## config.mk

```make
export PLATFORM = sky130hd
export DESIGN_NAME = alu_shift_unit
export DESIGN_NICKNAME = d
export VERILOG_FILES = /design/src/rtl/alu_pkg.sv /design/src/rtl/alu_shift_step.sv /design/src/rtl/alu_shift_unit.sv
export SDC_FILE = /design/constraint.sdc
export NUM_CORES = 1
export LEC_CHECK = 0
export ABC_CLOCK_PERIOD_IN_PS = 2300
export BUFFER_PORTS_ARGS = -buffer_cell sky130_fd_sc_hd__buf_2
export CORE_MARGIN = 5
export CORE_UTILIZATION = 45
export CTS_CLUSTER_DIAMETER = 80
export DETAILED_ROUTE_END_ITERATION = 7
export GPL_TIMING_DRIVEN = 0
export PLACE_DENSITY = 0.76
export SLEW_MARGIN = 20
export SYNTH_ARGS = -nofsm -noshare
export SYNTH_HDL_FRONTEND = slang
export SYNTH_SLANG_ARGS = --single-unit
export TNS_END_PERCENT = 5
```

## constraint.sdc

```tcl
create_clock -name clk_i -period 2.3 [get_ports clk_i]
set_input_delay 0.115 -clock clk_i [delete_from_list [all_inputs] [get_ports clk_i]]
set_output_delay 0.115 -clock clk_i [all_outputs]
set_load 0.01 [all_outputs]
```

## src/rtl/alu_pkg.sv

```systemverilog
// Shared ALU definitions: opcode encodings, the shift FSM state type and a
// helper that tells whether an opcode is one of the three shifts.
package alu_pkg;

  localparam logic [3:0] OP_AND  = 4'b0000;
  localparam logic [3:0] OP_OR   = 4'b0001;
  localparam logic [3:0] OP_ADD  = 4'b0010;
  localparam logic [3:0] OP_SLT  = 4'b0011;
  localparam logic [3:0] OP_XOR  = 4'b0100;
  localparam logic [3:0] OP_SLTU = 4'b0101;
  localparam logic [3:0] OP_SRL  = 4'b0110;
  localparam logic [3:0] OP_SLL  = 4'b0111;
  localparam logic [3:0] OP_SRA  = 4'b1000;

  typedef enum logic [1:0] {
    IDLE  = 2'd0,
    SHIFT = 2'd1,
    DONE  = 2'd2
  } shift_state_t;

  function automatic logic is_shift_op(input logic [3:0] op);
    return (op == OP_SRL) || (op == OP_SLL) || (op == OP_SRA);
  endfunction

endpackage

```

## src/rtl/alu_shift_step.sv

```systemverilog
// One shift step: moves the value by 1 or 4 positions in the direction
// selected by the opcode, with zero fill (SRL/SLL) or sign fill (SRA).
module alu_shift_step
  import alu_pkg::*;
#(
  parameter int WIDTH = 32
) (
  input  logic [WIDTH-1:0] value,
  input  logic [3:0]       opcode,
  input  logic             step4,
  output logic [WIDTH-1:0] result
);

  always_comb begin
    result = value;
    case (opcode)
      OP_SRL:  result = step4 ? (value >> 4) : (value >> 1);
      OP_SLL:  result = step4 ? (value << 4) : (value << 1);
      OP_SRA:  result = step4 ? WIDTH'($signed(value) >>> 4)
                              : WIDTH'($signed(value) >>> 1);
      default: result = value;
    endcase
  end

endmodule

```

## src/rtl/alu_shift_unit.sv

```systemverilog
// Iterative shift stage behind the ALU slices (SRL/SLL/SRA, one step per cycle).
// Build option ALU_SHIFT_STEP4_EN: move 4 positions per cycle while count >= 4.
module alu_shift_unit
  import alu_pkg::*;
#(
  parameter int WIDTH   = 32,
  parameter int SHAMT_W = $clog2(WIDTH)
) (
  input  logic               clk_i,
  input  logic               rst_ni,
  input  logic               start_i,
  input  logic [3:0]         operacion_i,
  input  logic [WIDTH-1:0]   a_i,
  input  logic [SHAMT_W-1:0] shamt_i,
  output logic               ready_o,
  output logic               busy_o,
  output logic               done_o,
  output logic [WIDTH-1:0]   resultado_o,
  output logic [1:0]         dbg_state_o
);

  // Handshake: a request transfers on a rising edge where start_i && ready_o;
  // inputs are sampled only then. done_o pulses for one cycle when resultado_o
  // holds the finished value, which stays put until the next transfer.

  shift_state_t       state;
  logic [SHAMT_W-1:0] count;
  logic [3:0]         op_q;
  logic [WIDTH-1:0]   result_q;
  logic [WIDTH-1:0]   step_result;
  logic               use4;
  logic [SHAMT_W-1:0] step_amt;
  logic               accept;
  logic [SHAMT_W-1:0] load_count;

`ifdef ALU_SHIFT_STEP4_EN
  assign use4 = (32'(count) >= 32'd4);
`else
  assign use4 = 1'b0;
`endif

  assign step_amt   = use4 ? SHAMT_W'(4) : SHAMT_W'(1);
  assign accept     = start_i && ready_o;
  // Non-shift opcodes complete immediately with operand A untouched.
  assign load_count = is_shift_op(operacion_i) ? shamt_i : '0;

  alu_shift_step #(.WIDTH(WIDTH)) u_step (
    .value  (result_q),
    .opcode (op_q),
    .step4  (use4),
    .result (step_result)
  );

  always_ff @(posedge clk_i or negedge rst_ni) begin
    if (!rst_ni) begin
      state    <= IDLE;
      count    <= '0;
      op_q     <= '0;
      result_q <= '0;
    end else begin
      case (state)
        IDLE, DONE: begin
          if (accept) begin
            result_q <= a_i;
            op_q     <= operacion_i;
            count    <= load_count;
            state    <= (load_count != '0) ? SHIFT : DONE;
          end else begin
            state <= IDLE;
          end
        end
        SHIFT: begin
          result_q <= step_result;
          count    <= count - step_amt;
          if (count == step_amt) state <= DONE;
        end
        default: state <= IDLE;
      endcase
    end
  end

  assign ready_o     = (state == IDLE) || (state == DONE);
  assign busy_o      = (state == SHIFT);
  assign done_o      = (state == DONE);
  assign resultado_o = result_q;
  assign dbg_state_o = state;

endmodule
```

Word-level counts from Yosys, hierarchy flattened
Index checks and enable logic that the tools add are counted.
{ "word_totals": {"reg_bits": 43, "latch_bits": 0, "mem_bits_rw": 0, "mem_bits_ro": 0, "in_bits": 44, "word_cells": 42, "mem_count": 0} }
{ "op_classes": {"add_sub_neg": 1, "mul": 0, "div": 0, "n_lt_le_gt_ge": 0, "n_eq_ne": 14, "shifts": 0, "mux": 10, "bitwise_logic": 0, "reduce_logical": 12} }
{ "ops": {"columns": ["cell", "n"], "rows": [
  ["$pmux 32 s3", 1],
  ["$pmux 32 s2", 1],
  ["$mux 32", 1],
  ["$eq 4x3->1 const B", 4],
  ["$mux 5", 2],
  ["$pmux 5 s2", 1],
  ["$eq 4x4->1 const B", 2],
  ["$mux 2", 3],
  ["$eq 5x1->1 const B", 1],
  ["$reduce_bool 5->1", 1],
  ["$sub 5x1->5 const B", 1],
  ["$ne 2x2->1 const B", 2],
  ["$ne 4x1->1 const B", 1],
  ["$pmux 2 s2", 1],
  ["$reduce_and 2->1", 2],
  ["$reduce_and 4->1", 1],
  ["$logic_or 1x1->1", 3],
  ["$ne 3x1->1 const B", 1],
  ["$reduce_and 3->1", 1],
  ["$eq 2x1->1 const B", 1],
  ["$eq 2x2->1 const B", 1],
  ["$logic_not 2->1", 1],
  ["$ne 2x1->1 const B", 1],
  ["$reduce_bool 2->1", 1],
  ["2 further kinds", 2]
]} }

Logic depth before layout (Yosys ltp)
Gate-level depths: netlist (run 1).
{ "depth": {"ltp_word": 8, "depth_mapped": 7, "mapped_depth_nobuf": 5} }

Hierarchy
From an unflattened synthesis (run 1), not the netlist that was laid out.
{ "unflattened": {"hier_cells": 419, "area_unflattened_um2": 3216.8} }
{ "modules_own_cells": {"columns": ["mod", "instances", "cells_per_inst", "area_per_inst_um2"], "rows": [
  ["alu_shift_unit", 1, 242, 2104.5],
  ["alu_shift_step", 1, 177, 1112.3]
]} }

Worst setup path before layout (run 1)
No wires, ideal clock.
{ "synth_path": {"kind": "reg2reg", "from": "register state[1] (netlist: dbg_state_o[1])", "to": "register result_q[7] (netlist: resultado_o[7])", "setup_ps": 118, "arrival_ps": 1318, "path_slack_ps": 864, "stages_incl_launch_ff": 7, "path_buffers": 2, "period_less_slack_ps": 1436, "cell_sequence": "dfrtp_1 -> nand2b_2 -> inv_2 -> buf_2 -> buf_2 -> a32oi_1 -> a21o_1"} }
{ "synth_between": {"elab_chain_len": 5, "word_cells_on_any_way": 11, "classes_between": "4 x eq/ne; 1 x mux; 6 x reduce/logical"} }
{ "synth_rtl": {"columns": ["element", "line", "rtl"], "rows": [
  ["start, declared", "alu_shift_unit.sv:26", "shift_state_t state;"],
  ["start signal, assigned", "alu_shift_unit.sv:67", "state <= (load_count != '0) ? SHIFT : DONE;"],
  ["$eq 2x2->1 or $logic_not 2->1 (tied branches)", "alu_shift_unit.sv:61, alu_shift_unit.sv:82", null],
  ["$logic_or 1x1->1", "alu_shift_unit.sv:82", "assign ready_o = (state == IDLE) || (state == DONE);"],
  ["$logic_and 1x1->1", "alu_shift_unit.sv:43", "assign accept = start_i && ready_o;"],
  ["$ne 2x2->1 (no source line)", null, null],
  ["$reduce_and 3->1 (no source line)", null, null],
  ["end signal, assigned", "alu_shift_unit.sv:64", "result_q <= a_i;"],
  ["end signal, assigned", "alu_shift_unit.sv:73", "result_q <= step_result;"],
  ["end, declared", "alu_shift_unit.sv:29", "logic [WIDTH-1:0] result_q;"]
]} }
Parallel ways exist; a longest one is shown, timed or not.
A chain may end at the register's enable or synchronous reset.

Worst setup path in the final report (run 1)
{ "layout_path": {"from": "register state[0] (netlist: dbg_state_o[0])", "to": "register result_q[7] (netlist: resultado_o[7])"} }
The elaborated chain is that of the path after synthesis.

==> results.cfg, run 1 <==
[status]
status = finished, violations left
violations = negative hold slack

[sta]
max_freq_mhz = 590
tns_ns = 0
fin_ws_ns = 0.606
hold_viol_final = 43
timing.final.crit_share_pct = 73.7
min_period_ns = 1.69
slew_headroom_pct = 36.5
worst_slew_pin_slew_ns = 0.953
rsz0062_at_grt = false
setup_viol = 0
slew_violations = 0
final.setup_skew_ns = 0.00749
holdWs_ns = -0.0281

[clock_tree]
post_cts_buffers = 0
cts_tree = done
cts_resized = 0
worstSkewPairLatency_ns = 0.29
htreeDepth = 2
clkSlewWorstSetupHoldPaths_ns = 0.08
cts_sinks = 43
cts_inserted_buffers = 5
holdBufCountCts = 0
clockBufferDepth = 2
cts_root_buf = clkbuf_8

[placement]
dp_hpwl_mm = 4.81
place_congestion = 0.768
dp.cells = 437
io_buffers = 80
dpl_worst_slack_ns = 0.624

[detailed_routing]
drt_iter0_markers = 173
drcViolationCount = 0
vias_per_cell = 5.49
ant_nets = 0
wl_per_cell_um = 14.8
drt-total-wl_mm = 6.57
first_pass_iters = 4
via_count = 2437

[yosys]
synth.area.top_cells = dfrtp_1 43%, nand2_1 16%, a32oi_1 10%, a21o_1 9.3%, buf_6 1.8%
synth-simple-area-share_pct = 23.2
ys.flop_type = dfrtp_1
ys_top_cells_by_count = 107 x nand2_1, 43 x dfrtp_1, 31 x a21o_1
synth_area_um2 = 2510
synthesis.nets = 331
synth_cell_type_count = 40
synth_top_family_by_area = compound AO/OA/AOI/OAI gates
yosysMostFrequentCell = nand2_1
synth_top_area_cell = dfrtp_1
synth_compound_area_share_pct = 25.7
ys_seq_area_share_pct = 42.8
ys_ff_latch = 43
synthAdderAreaFrac_pct = 0.996
synth-edff-count = 0
synth_top_area_share_pct = 42.8
avgSynthCellArea_um2 = 8.82
netlist_instances = 285
synth.area.mux_share_pct = 0
yosys_warnings = 0
synthArstFlopShare_pct = 100
synthXorXnorAreaFrac_pct = 0

[worst_setup_path]
arrival_ns = 1.88
worstSetupStartpointType = register
required_ns = 2.48
critical_path_class = register to register
cp_max_fo = 10
critPathCaptureType = register

[die]
core_um2 = 5470
boundaryPins = 81
die_x_um = 84.7
die_h_um = 84.7
rows = 27
initial_core_util_pct = 45.9
dieArea_um2 = 7180

[grt]
grt_max_degree = 44
grt_pass1_vias = 2371
grt-ovfl-total = 0
grt_pass1_wl_mm = 11.1
grt_use_total_pct = 18.6
antenna_found_initial = 0

[cells_and_area]
drive_gt1_share_pct = 30.4
antenna_cells = 0
area_delta_synth_final_pct = 23.6
fin_cells = 444
fin_nets = 418
final_util_pct = 56.7

[flow_run]
max_cap_violations = 0

[worst_hold_path]
hp-class = input port to asynchronous set/reset pin

[power]
p_leak_nw = 1.67
peakVddDrop_uv = 546
power.density_nw_per_um2 = 989
==> layer usage <==
| metal | part of all wire [%] | GRT usage, % | wire length [um] | up-vias |
|---|---|---|---|---|
| li1 | - | - | - | 1180 |
| met1 | 45 | 24.9 | 2970 | 1155 |
| met4 | 1.1 | 4.17 | 72 | 0 |
| met5 | 0 | 0 | 0 | - |
| met2 | 45 | 30.2 | 2970 | 94 |
| met3 | 8.5 | 4.91 | 560 | 8 |
==> critical path, cell delays in order (launching register included) <==
cell and delay, ns:
dfrtp_1 0.47, nand2b_2 0.17, inv_2 0.13, buf_2 0.25, buf_2 0.27, a32oi_1 0.12
a21o_1 0.17
==> stage by stage <==
step                cell area, um^2  total power, mW
floorplan                      2510             2.04
global placement               3000             2.49
detailed placement             3000             2.53
CTS                            3110             3.10
global route                   3110             3.30
finish                         3110             3.07
==> area by class of cell <==
class | instances | area [um^2]
fillers | 518 | 2370
multi-input cells | 215 | 1250
flip-flops and latches | 43 | 1080
repair buffers | 80 | 400
plain buffers | 23 | 166
well taps | 72 | 90.1
clock buffers | 6 | 72.6
clock inverters | 1 | 30.0
inverters | 4 | 15.0
==> where the power goes <==
| part | switching (mW) | total [mW] | internal, mW |
|---|---|---|---|
| Sequential | 0.294 | 1.31 | 1.02 |
| Clock | 0.243 | 0.562 | 0.318 |
| Combinational | 0.642 | 1.19 | 0.553 |
| Total | 1.18 | 3.07 | 1.89 |
==> cells in the final DEF, fill, tap and decap left out, drive strengths merged, types with 3 or more instances in the layout <==
cell type     Yosys  routed
clkbuf            5      11
buf              15      95
dfrtp            43      43
nand2           107     107
a21o             32      32
inv               4       4
dlymetal6s2s      3       3
nand3             5       5
nor2              4       4
a32oi            30      30
a21oi             7       7
nand2b            3       3
o21ai             5       5
==> logic make-up (layout without fill, tap and decap cells) <==
group | Yosys count | after routing
flip-flops | 43 | 43
AO/OA/AOI/OAI | 81 | 81
AND/OR/NAND/NOR | 132 | 132
adder cells (fa/ha/maj) | 2 | 2
buffers and inverters | 27 | 114
==> registers in the layout, summed over array words and instances, names as in the netlist <==
name and flops:
op_q 4, dbg_state_o 2, resultado_o 32, count 5
==> worst paths after layout <==
path	start	depth (start not counted)	slack [ns]	to
worst max-delay path	dbg_state_o[0]	6	0.61	resultado_o[7]
worst min-delay path	rst_ni	1	-0.03	resultado_o[21]
worst max register to register	dbg_state_o[0]	6	0.61	resultado_o[7]
worst min register to register	resultado_o[4]	1	0.53	resultado_o[4]
max in group asynchronous	rst_ni	1	1.74	resultado_o[9]
min in group clk_i	operacion_i[0]	3	0.03	op_q[0]
Note: power is estimated with default switching activity, not from simulation.
==> run 2, diff against run 1 <==
--- a/config.mk
+++ b/config.mk
@@ -5,14 +5,15 @@
 export SDC_FILE = /design/constraint.sdc
 export NUM_CORES = 1
 export LEC_CHECK = 0
-export ABC_CLOCK_PERIOD_IN_PS = 2300
+export ABC_AREA = 1
+export ABC_CLOCK_PERIOD_IN_PS = 1700
 export BUFFER_PORTS_ARGS = -buffer_cell sky130_fd_sc_hd__buf_2
 export CORE_MARGIN = 5
 export CORE_UTILIZATION = 45
 export CTS_CLUSTER_DIAMETER = 80
 export DETAILED_ROUTE_END_ITERATION = 7
 export GPL_TIMING_DRIVEN = 0
-export PLACE_DENSITY = 0.76
+export PLACE_DENSITY = 0.75
 export SLEW_MARGIN = 20
 export SYNTH_ARGS = -nofsm -noshare
 export SYNTH_HDL_FRONTEND = slang
==> constraint.sdc (replaced) <==
create_clock -name clk_i -period 1.7 [get_ports clk_i]
set_input_delay 0.085 -clock clk_i [delete_from_list [all_inputs] [get_ports clk_i]]
set_output_delay 0.085 -clock clk_i [all_outputs]
set_load 0.01 [all_outputs]
==> run 2 against run 1 <==
Effect of this change:
- the run now ends clean
- sequential share of layout area fell by 2.0 points
- hold slack improved by 0.051 ns
- area after synthesis rose by 6.5%
- cell count grew 28%
- largest cell class unchanged
==> results.cfg, run 2 <==
[die]
die_h_um = 87.1
boundaryPins = 81
die_x_um = 87.1
rows = 28
core_um2 = 5850
initial_core_util_pct = 45.7
dieArea_um2 = 7590

[yosys]
synth.area.top_cells = dfrtp_1 40%, nand2_1 27%, nand3_1 16%, inv_1 4.1%, buf_2 1.7%
synth-edff-count = 0
ys_top_cells_by_count = 191 x nand2_1, 87 x nand3_1, 43 x dfrtp_1
synth_top_area_cell = dfrtp_1
yosysMostFrequentCell = nand2_1
synth_top_area_share_pct = 40.2
synthArstFlopShare_pct = 100
ys_ff_latch = 43
avgSynthCellArea_um2 = 6.62
synthesis.nets = 450
ys.flop_type = dfrtp_1
netlist_instances = 404
synth_cell_type_count = 21
synth_area_um2 = 2680
yosys_warnings = 0
ys_seq_area_share_pct = 40.2

[sta]
setup_viol = 0
worst_slew_pin_slew_ns = 0.538
min_period_ns = 1.53
tns_ns = 0
slew_violations = 0
max_freq_mhz = 654
final.setup_skew_ns = 0.0113
timing.final.crit_share_pct = 90.0
rsz0062_at_grt = false
slew_headroom_pct = 64.1
hold_viol_final = 0

[grt]
grt_pass1_vias = 2724
grt-ovfl-total = 0
grt_pass1_wl_mm = 12.3
antenna_found_initial = 0
grt_max_degree = 44
grt_use_total_pct = 20.2

[worst_hold_path]
holdPathStages = 3
hp-class = input port to register

[detailed_routing]
ant_nets = 0
via_count = 2873
drt-total-wl_mm = 7.34
first_pass_iters = 5
vias_per_cell = 5.05
wl_per_cell_um = 12.9
drcViolationCount = 0
drt_iter0_markers = 163

[placement]
dp.cells = 559
place_congestion = 0.837
dp_hpwl_mm = 5.47
io_buffers = 80
place_area_um2 = 3170

[worst_setup_path]
path_cells = inv_1 -> nand2_1 -> inv_2 -> buf_4 -> buf_4 -> buf_2
critical_path_class = register to output pin
cp_max_fo = 10
rr_worst_depth = 6
cpMostUsedCell = buf_4
arrival_ns = 1.44
slowest_delay_ns = 0.38
required_ns = 1.62
cp_slowest_cell = dfrtp_1
worstSetupStartpointType = register
critPathCaptureType = output pin

[clock_tree]
clockBufferDepth = 2
holdBufCountCts = 2
cts_root_buf = clkbuf_8
cts_tree = done
cts_resized = 0
cts_inserted_buffers = 5
worstSkewPairLatency_ns = 0.31
htreeDepth = 2
post_cts_buffers = 0
clkSlewWorstSetupHoldPaths_ns = 0.08
cts_sinks = 43

[flow_run]
max_cap_violations = 0

[cells_and_area]
fin_cells = 569
final_area_um2 = 3290
antenna_cells = 0
final_cell_mix = 191 x nand2_1, 88 x buf_2, 87 x nand3_1
fin_nets = 539
final_common_cell = nand2_1
area_delta_synth_final_pct = 23.1
drive_gt1_share_pct = 22.9
largest_reg_flops = 32

[power]
peakVddDrop_uv = 631
p_leak_nw = 1.91
power.density_nw_per_um2 = 1800

[status]
status = completed
==> run 2: cell types whose count changed in the layout (fill, tap and decap cells not counted), sizes merged, moves of 5 or more <==
cell / before / now
a32oi: 30 / 0
a21o: 32 / 0
inv: 4 / 31
nor2: 4 / 9
nand2: 107 / 194
nand3: 5 / 87
==> run 2: final timing paths <==
| check | from | to | slack, ns |
|---|---|---|---|
| setup / recovery | dbg_state_o[1] | busy_o | 0.17 |
| hold / removal | operacion_i[2] | op_q[2] | 0.02 |
| setup reg to reg | dbg_state_o[0] | resultado_o[14] | 0.24 |
| hold reg to reg | op_q[3] | op_q[3] | 0.50 |
| max in group asynchronous | rst_ni | count[1] | 1.02 |
| min in group asynchronous | rst_ni | resultado_o[10] | 0.30 |
==> run 2: cell families after synthesis <==
group / after synthesis / share of synthesized area [%]
and+or+nand+nor: 293 / 46.4
buffers and inverters: 52 / 9.54
DFF: 43 / 40.2
AOI/OAI and AO/OA: 14 / 2.90
adders and majority gates: 2 / 0.935
==> run 2: worst max-delay path: cells and delay by family (launching register included) <==
| kind | cells | cell delay, ns |
|---|---|---|
| and+or+nand+nor | 1 | 0.11 |
| buffers and inverters | 5 | 0.65 |
| DFF | 1 | 0.38 |
==> run 2: area by class of cell <==
| cell class | instances | area [um^2] |
|---|---|---|
| fill | 576 | 2560 |
| multi-input combinational | 309 | 1340 |
| sequential | 43 | 1080 |
| timing repair buffer | 82 | 423 |
| buffer | 21 | 139 |
| inverter | 31 | 116 |
| clock buffer | 8 | 100 |
| tap | 75 | 93.8 |
==> run 2: per-layer routing <==
metal,vias up,global-route usage [%],part of all wire [%]
li1,1456,-,-
met1,1307,26.9,44
met2,97,33.3,48
met3,13,3.41,6.8
met4,0,6.56,1.5
met5,-,0,0
==> run 2: report_power, final <==
group / switching, mW / total [mW] / internal [mW] / leakage, nW
clock network: 0.360 / 0.731 / 0.371 / 0.0515
registers: 0.467 / 1.98 / 1.51 / 0.534
logic: 1.97 / 3.20 / 1.23 / 1.32
==> run 2: through the flow <==
step	util (%)	hold slack, ns	power, mW	setup WS (ns)
after floorplan	-	-0.211	4.12	0.429
after global placement	54.2	0.290	5.11	0.264
after detailed placement	54.2	0.294	5.20	0.245
after CTS	56.2	0.0203	5.95	0.158
after global routing	56.3	0.0366	6.50	0.0424
final	56.3	0.0228	5.92	0.171
==> run 3, diff against run 2 <==
--- a/config.mk
+++ b/config.mk
@@ -9,11 +9,11 @@
 export ABC_CLOCK_PERIOD_IN_PS = 1700
 export BUFFER_PORTS_ARGS = -buffer_cell sky130_fd_sc_hd__buf_2
 export CORE_MARGIN = 5
-export CORE_UTILIZATION = 45
+export CORE_UTILIZATION = 25
 export CTS_CLUSTER_DIAMETER = 80
 export DETAILED_ROUTE_END_ITERATION = 7
 export GPL_TIMING_DRIVEN = 0
-export PLACE_DENSITY = 0.75
+export PLACE_DENSITY = 0.49
 export SLEW_MARGIN = 20
 export SYNTH_ARGS = -nofsm -noshare
 export SYNTH_HDL_FRONTEND = slang
==> run 3 against run 2 <==
Effect of this change:
- final area rose by 1.2%
- critical path depth unchanged
- hold slack got worse by 0.014 ns
- cell count grew 10%
- count of clock-buffer cells in the layout decreased by 2
- setup slack lost 0.036 ns
- global-route usage is 6.9 points lower
- via count fell by 0.70%
- non-clock buffer count down 1
- combinational power up 2%
- die area up 70%
==> results.cfg, run 3 (synthesis results as in run 2) <==
[clock_tree]
cts_inserted_buffers = 5
cts_root_buf = clkbuf_8
cts_tree = done
post_cts_buffers = 0
htreeDepth = 2
clockBufferDepth = 2
cts_sinks = 43
worstSkewPairLatency_ns = 0.30
clkSlewWorstSetupHoldPaths_ns = 0.08

[sta]
setup_viol = 0
min_period_ns = 1.57
max_freq_mhz = 639
worst_slew_pin_slew_ns = 0.586
timing.final.crit_share_pct = 92.1
holdWs_ns = 0.00893
rsz0062_at_grt = false
fin_ws_ns = 0.134
slew_violations = 0
tns_ns = 0
final.setup_skew_ns = 0.00781
slew_headroom_pct = 60.9
hold_viol_final = 0

[placement]
dp.cells = 620
dp_hpwl_mm = 6.41
io_buffers = 80
place_congestion = 0.800
dpl_worst_slack_ns = 0.157

[grt]
grt_max_degree = 44
use_met2_pct = 21.9
gr-max-usage-layer = met2
grt_pass1_wl_mm = 14.0
grt_util_met3_pct = 2.65
grt_use_total_pct = 13.2
met1_usage_pct = 18.0
grt_pass1_vias = 2832
antenna_found_initial = 0
grt-ovfl-total = 0

[power]
p_int_mw = 3.02
p_leak_nw = 1.89
power.density_nw_per_um2 = 1760
switchingPower_mw = 2.85
p_seq_share_pct = 33.8
comb_power_share_pct = 55.5
p_clk_share_pct = 10.7
netSwitchingFraction_pct = 48.6
peakVddDrop_uv = 448

[cells_and_area]
fin_nets = 538
final_common_cell = nand2_1
largest_reg_flops = 32
final_util_pct = 32.1
fin_cells = 627
final_cell_mix = 191 x nand2_1, 88 x buf_2, 87 x nand3_1
area_delta_synth_final_pct = 24.6
drive_gt1_share_pct = 22.8
antenna_cells = 0

[worst_setup_path]
critical_path_class = register to output pin
regToRegStartpoint = dbg_state_o[0]
arrival_ns = 1.48
required_ns = 1.62
worstSetupStartpointType = register
path_cells = inv_1 -> nand2_1 -> inv_2 -> buf_4 -> buf_4 -> buf_2
cp_top_family = buffers and inverters
cp_max_fo = 10
r2r-end = resultado_o[6]
rr_worst_depth = 6
critPathCaptureType = output pin
cp_slowest_cell = dfrtp_1
critPathBufInv = 5
r2r_slack_ns = 0.17
slowest_delay_ns = 0.38
cpMostUsedCell = buf_4

[detailed_routing]
via_count = 2853
drt-total-wl_mm = 8.46
first_pass_iters = 4
drt_iter0_markers = 110
drcViolationCount = 0
vias_per_cell = 4.55
wl_per_cell_um = 13.5
ant_nets = 0

[worst_hold_path]
holdPathStages = 3
hp-class = input port to register
hold_path.startpoint = operacion_i[0]
hold_path_end = op_q[0]

[status]
status = completed

[die]
die_x_um = 113
rows = 37
die_h_um = 113
initial_core_util_pct = 25.8
dieArea_um2 = 12900
core_um2 = 10400
boundaryPins = 81

[flow_run]
max_cap_violations = 0
## run 3: layout make-up
class                      instances  area (um^2)
multi-input combinational        309         1340
clock buffer                       6         72.6
tap                              136          170
timing repair buffer              81          413
buffer                            21          139
sequential                        43         1080
inverter                          31          116
fill                            1177         7040
## run 3: worst max-delay path by stage
| stage | startpoint | endpoint | slack (ns) | cells after the start |
|---|---|---|---|---|
| 2_1_floorplan | dbg_state_o[0] | resultado_o[10] | 0.43 | 8 |
| 3_3_place_gp | dbg_state_o[0] | resultado_o[27] | 0.17 | 6 |
| 3_5_place_dp | dbg_state_o[0] | resultado_o[11] | 0.16 | 6 |
| 4_1_cts | dbg_state_o[0] | busy_o | 0.08 | 5 |
| 5_1_grt | dbg_state_o[1] | busy_o | 0.02 | 6 |
| 6_report | dbg_state_o[1] | busy_o | 0.13 | 6 |
## run 3: power by group through the flow
stage / Combinational [mW] / Clock, mW / Sequential (mW)
finish: 3.26 / 0.630 / 1.98
detailed placement: 3.30 / 0 / 2.00
floorplan: 2.05 / 0 / 2.07
CTS: 3.32 / 0.653 / 1.98
global placement: 3.29 / 0 / 1.99
global route: 3.71 / 0.686 / 2.07
## run 3: per-layer routing
layer	share of wire [%]	vias up	routed length (um)
met4	0.95	0	80
li1	-	1455	-
met2	48	64	4030
met3	4.5	7	381
met1	47	1327	3970
met5	0	-	0
## run 3: timing repair
action                                 in CTS  in global routing
gates resized for setup                     0                  1
endpoints found under the hold margin       0                 43
setup endpoints to repair                   0                  1
hold buffers                                0                  1
## run 3: tightest hold or removal path: cells and delay by family
family / cells / cell delay, ns
buffers and inverters: 1 / 0.09
AND/OR/NAND/NOR: 2 / 0.10
## run 3: metrics by stage
step | instance area [um^2] | power, mW
finish | 3330 | 5.87
detailed placement | 3250 | 5.30
CTS | 3320 | 5.95
floorplan | 2680 | 4.12
global route | 3330 | 6.47
global placement | 3250 | 5.28
